File: src/rtl/mux_pkg.sv
// Shared types and constants for the mux-subsystem grant arbiter.
package mux_pkg;

   typedef enum logic [1:0] {
      IDLE   = 2'd0,
      GRANT  = 2'd1,
      LOCKED = 2'd2
   } state_t;

   localparam int MODE_RR    = 0;
   localparam int MODE_FIXED = 1;

   // Encoded index width; a single requester still gets a 1-bit index.
   function automatic int clog2_min1(input int n);
      return (n <= 2) ? 1 : $clog2(n);
   endfunction

endpackage

File: src/rtl/prio_search.sv
// Circular first-set-bit search starting at 'start', wrapping from WIDTH-1 to 0.
module prio_search #(
   parameter int WIDTH       = 8,
   parameter int COUNT_WIDTH = 3
) (
   input  logic [WIDTH-1:0]       req,
   input  logic [COUNT_WIDTH-1:0] start,
   output logic                   found,
   output logic [COUNT_WIDTH-1:0] idx
);

   logic [2*WIDTH-1:0] dbl;
   logic [2*WIDTH-1:0] masked;

   assign dbl = {req, req};

   // Bits below 'start' in the low copy are masked; the high copy supplies the wrap.
   always_comb begin
      masked = '0;
      for (int i = 0; i < 2*WIDTH; i++) begin
         masked[i] = dbl[i] & (i >= int'(start));
      end
   end

   always_comb begin
      found = 1'b0;
      idx   = '0;
      for (int i = 2*WIDTH-1; i >= 0; i--) begin
         if (masked[i]) begin
            found = 1'b1;
            if (i >= WIDTH) idx = COUNT_WIDTH'(i - WIDTH);
            else            idx = COUNT_WIDTH'(i);
         end
      end
   end

endmodule

File: src/rtl/rr_grant_arbiter.sv
// Registered N-way arbiter with valid/ack handshake, multi-beat locking and
// round-robin or fixed-priority selection.
//
// state  | meaning
// IDLE   | no grant active, waiting for any request
// GRANT  | grant presented, waiting for ack
// LOCKED | grant re-held by ack+lock, waiting for the next ack
module rr_grant_arbiter
   import mux_pkg::*;
#(
   parameter int WIDTH       = 8,
   parameter int MODE        = MODE_RR,
   parameter int COUNT_WIDTH = clog2_min1(WIDTH)
) (
   input  logic                   clk,
   input  logic                   rst,
   input  logic [WIDTH-1:0]       in_req,
   input  logic                   in_ack,
   input  logic                   in_lock,
   output logic [COUNT_WIDTH-1:0] o_grant,
   output logic [WIDTH-1:0]       o_grant_onehot,
   output logic                   o_valid,
   output logic                   o_empty
);

   localparam logic [COUNT_WIDTH-1:0] LAST_IDX = COUNT_WIDTH'(WIDTH - 1);

   state_t                 state, state_nxt;
   logic [COUNT_WIDTH-1:0] ptr, ptr_nxt, ptr_rel, search_ptr;
   logic [COUNT_WIDTH-1:0] grant_nxt, found_idx;
   logic [WIDTH-1:0]       onehot_nxt;
   logic                   valid_nxt, found, release_now;

   assign release_now = (state != IDLE) && in_ack && !in_lock;
   assign ptr_rel     = (o_grant == LAST_IDX) ? '0 : o_grant + COUNT_WIDTH'(1);
   // On release the search already uses the advanced pointer, giving back-to-back grants.
   assign search_ptr  = release_now ? ptr_rel : ptr;

   generate
      if (MODE == MODE_FIXED) begin : g_fixed
         prio_search #(.WIDTH(WIDTH), .COUNT_WIDTH(COUNT_WIDTH)) u_search (
            .req   (in_req),
            .start ('0),
            .found (found),
            .idx   (found_idx)
         );
      end else begin : g_rr
         prio_search #(.WIDTH(WIDTH), .COUNT_WIDTH(COUNT_WIDTH)) u_search (
            .req   (in_req),
            .start (search_ptr),
            .found (found),
            .idx   (found_idx)
         );
      end
   endgenerate

   always_comb begin
      state_nxt = state;
      ptr_nxt   = ptr;
      grant_nxt = o_grant;
      valid_nxt = o_valid;
      unique case (state)
         IDLE: begin
            if (found) begin
               state_nxt = GRANT;
               valid_nxt = 1'b1;
               grant_nxt = found_idx;
            end
         end
         GRANT, LOCKED: begin
            if (in_ack && in_lock) begin
               state_nxt = LOCKED;
            end else if (release_now) begin
               ptr_nxt = ptr_rel;
               if (found) begin
                  state_nxt = GRANT;
                  grant_nxt = found_idx;
               end else begin
                  state_nxt = IDLE;
                  valid_nxt = 1'b0;
               end
            end
         end
         default: begin
            state_nxt = IDLE;
            valid_nxt = 1'b0;
         end
      endcase
      onehot_nxt = valid_nxt ? (WIDTH'(1) << grant_nxt) : '0;
   end

   always_ff @(posedge clk) begin
      if (rst) begin
         state          <= IDLE;
         ptr            <= '0;
         o_grant        <= '0;
         o_grant_onehot <= '0;
         o_valid        <= 1'b0;
         o_empty        <= 1'b1;
      end else begin
         state          <= state_nxt;
         ptr            <= ptr_nxt;
         o_grant        <= grant_nxt;
         o_grant_onehot <= onehot_nxt;
         o_valid        <= valid_nxt;
         o_empty        <= ~|in_req;
      end
   end

endmodule
File: config.mk
export PLATFORM = sky130hd
export DESIGN_NAME = rr_grant_arbiter
export DESIGN_NICKNAME = d
export VERILOG_FILES = /design/src/rtl/mux_pkg.sv /design/src/rtl/prio_search.sv /design/src/rtl/rr_grant_arbiter.sv
export SDC_FILE = /design/constraint.sdc
export NUM_CORES = 1
export LEC_CHECK = 0
export ABC_AREA = 1
export CAP_MARGIN = 20
export CORE_UTILIZATION = 50
export DETAILED_ROUTE_END_ITERATION = 8
export PLACE_DENSITY = 0.78
export SLEW_MARGIN = 20
export SYNTH_ARGS = -nofsm -noshare
export SYNTH_HDL_FRONTEND = slang
export SYNTH_SLANG_ARGS = --single-unit
File: constraint.sdc
create_clock -name clk -period 2.6 [get_ports clk]
set_input_delay 0.52 -clock clk [delete_from_list [all_inputs] [get_ports clk]]
set_output_delay 0.52 -clock clk [all_outputs]
set_load 0.005 [all_outputs]
==> impl_metrics.ini <==
[clock_tree]
holdBufCountCts = 0
clk_pin_slew_ns = 0.11
numCtsBuffers = 3
clkSinkCount = 18
post_cts_buffers = 0
clk_path_buf_depth = 2
cts_max_level = 1
root_buffer = clkbuf_4
post_cts_resized = 0
cts_tree = done
worstSkewPairLatency_ns = 0.30

[route]
avgRoutedWirePerCell_um = 11.9
vias = 1205
drt_iter0_markers = 24
wl_um = 2790
via_per_inst = 5.13
antenna_left = 0
drc = 0
firstDrtPassIters = 4

[sta]
fin_crit_ns = 2.21
fin_ws_ns = 0.390
drv_slew = 0
slew_headroom_pct = 72.4
fin_crit_sh_pct = 85.0
setup_viol = 0
hold_violations = 0
tightestPinTransition_ns = 0.413
tns_ns = 0
rsz0062_at_grt = no
clock.fmax_ghz = 0.453
fin_skew_ns = 0.00530
whs_ns = 0.495

[yosys]
synthFlopType = dfxtp_1
syn_inst = 179
yosys_warnings = 0
synth_common_cells = nand2_1 (34), inv_1 (24), nor2_1 (22)
yosysTopAreaCellShare_pct = 29.7
yosysSeqAreaShare_pct = 29.7
synth_seq_cells = 18
syn_area_per_cell_um2 = 6.78
synth.distinct_cells = 24
synthesis.nets = 195
synthTopCellsByArea = dfxtp_1 (30%), nand2_1 (11%), inv_1 (7.4%)
syn-cell-area_um2 = 1210
yosysMostFrequentCell = nand2_1
synth_top_area_cell = dfxtp_1
synth-edff-count = 0
synthArstFlopShare_pct = 0

[global_route]
use_met1_pct = 27.4
met3_usage_pct = 4.46
grt_pass1_wl_um = 4750
grt-ovfl-total = 0
antenna_found_initial = 0
grt_max_degree = 11
gr-max-usage-layer = met2
met2_usage_pct = 46.3
grt_util_all_layers_pct = 24.2
grt_pass1_vias = 1160

[floorplan]
rows = 17
design.core.area_um2 = 2250
fp.dieH_um = 51.3
initial_core_util_pct = 53.8
dieWidth_um = 51.3
ios = 25
die_area_um2 = 2630

[worst_setup_path]
startpoint_type = input port
worstPathMaxFanout = 10
r2r_end = o_grant_onehot[2]
r2r-start = state[0]
arrival_ns = 2.39
regToRegSetupSlack_ns = 0.39
cp-end-kind = flop
critPathRequiredTime_ns = 2.78
ff2ff_path_depth = 18
worst-setup-path-type = in -> reg

[placement]
port_buffers = 24
gp_congestion = 0.890
place_ws_ns = 0.0948
dp_hpwl_um = 2200

[outcome]
status = completed

[worst_hold_path]
hold_end = state[0]
hold_start = state[0]
hold_class = reg -> reg
worstHoldPathCells = 2

[pwr]
p_per_area_nw_per_um2 = 738
p_leak_nw = 0.698
vdd_ir_drop_max_v = 0.000545

[finish]
fillers = 225
nNetsFinal = 224
antenna_cells = 0
final_util_pct = 67.8
area_growth_pct = 26.0
drive_gt1_share_pct = 19.8

[flow_run]
cap_viol_max_count = 0
==> per-stage QoR <==
| step | power, mW | std cells | area [µm²] |
|---|---|---|---|
| after global routing | 1.22 | 235 | 1530 |
| after detailed placement | 0.956 | 231 | 1490 |
| after global placement | 0.941 | 231 | 1490 |
| final | 1.13 | 235 | 1530 |
| after floorplan | 0.778 | 179 | 1210 |
| after CTS | 1.13 | 235 | 1530 |
==> how the worst max path moves through the flow <==
stage                    start           endpoint
floorplan           o_grant[0]  o_grant_onehot[4]
global placement        in_ack  o_grant_onehot[2]
detailed placement     in_lock  o_grant_onehot[4]
CTS                    in_lock  o_grant_onehot[6]
global route          state[0]  o_grant_onehot[4]
finish                 in_lock  o_grant_onehot[6]
==> power breakdown <==
part	total, mW	leakage (nW)	internal, mW	switching (mW)
clock network	0.173	0.0210	0.0854	0.0878
logic	0.587	0.529	0.236	0.351
registers	0.369	0.148	0.330	0.0386
==> logic make-up after synthesis <==
kind of cell               share of synthesized area [%]
DFF                                                 29.7
adders and majority gates                           4.12
AOI/OAI and AO/OA                                   10.8
and+or+nand+nor                                     45.6
buffers and inverters                               9.79
==> sequential cells by signal, indices dropped and copies added, names as in the netlist <==
register        count
o_empty             1
o_grant             3
o_grant_onehot      8
o_valid             1
ptr                 3
state               2
==> metal layers <==
metal	up-vias	share of wire (%)
met1	547	45
li1	632	-
met5	-	0
met3	4	4.1
met2	22	50
met4	0	1.2
==> final cells by class <==
cell class / instances / area, µm² / area share [%]
Clock buffer: 4 / 36.3 / 2.37
Inverter: 30 / 115 / 7.53
Multi-Input combinational cell: 130 / 734 / 48.0
Sequential cell: 18 / 360 / 23.6
Tap cell: 28 / 35.0 / 2.29
Timing Repair Buffer: 25 / 248 / 16.2
==> critical path: stages <==
cell,delay (ns)
clkdlybuf4s50_1,0.56
inv_2,0.08
nand3_4,0.15
nand2_2,0.07
nand2_2,0.13
nand3_1,0.09
nand2_1,0.10
nand2_1,0.07
nand2_1,0.07
nand2_1,0.04
nand3_1,0.07
nand2_1,0.06
nand2_1,0.09
nand2_2,0.07
nand2_4,0.10
inv_2,0.04
nand2_2,0.06
nor2_1,0.04
==> placed cells by master (no fill, tap or decap), types with 2 or more instances in the layout <==
cell type        count
nand2_2             14
dfxtp_1             18
o211ai_1             2
nor3_2               3
nand3_1             14
clkdlybuf4s50_1     24
inv_2                5
nand3_2              6
nand2_4              3
nor2_1              22
a21oi_1             10
clkbuf_4             3
nand4_1              3
inv_1               24
nand2_1             34
o21ai_0              8
ha_1                 4
Note: power is estimated with default switching activity, not from simulation.
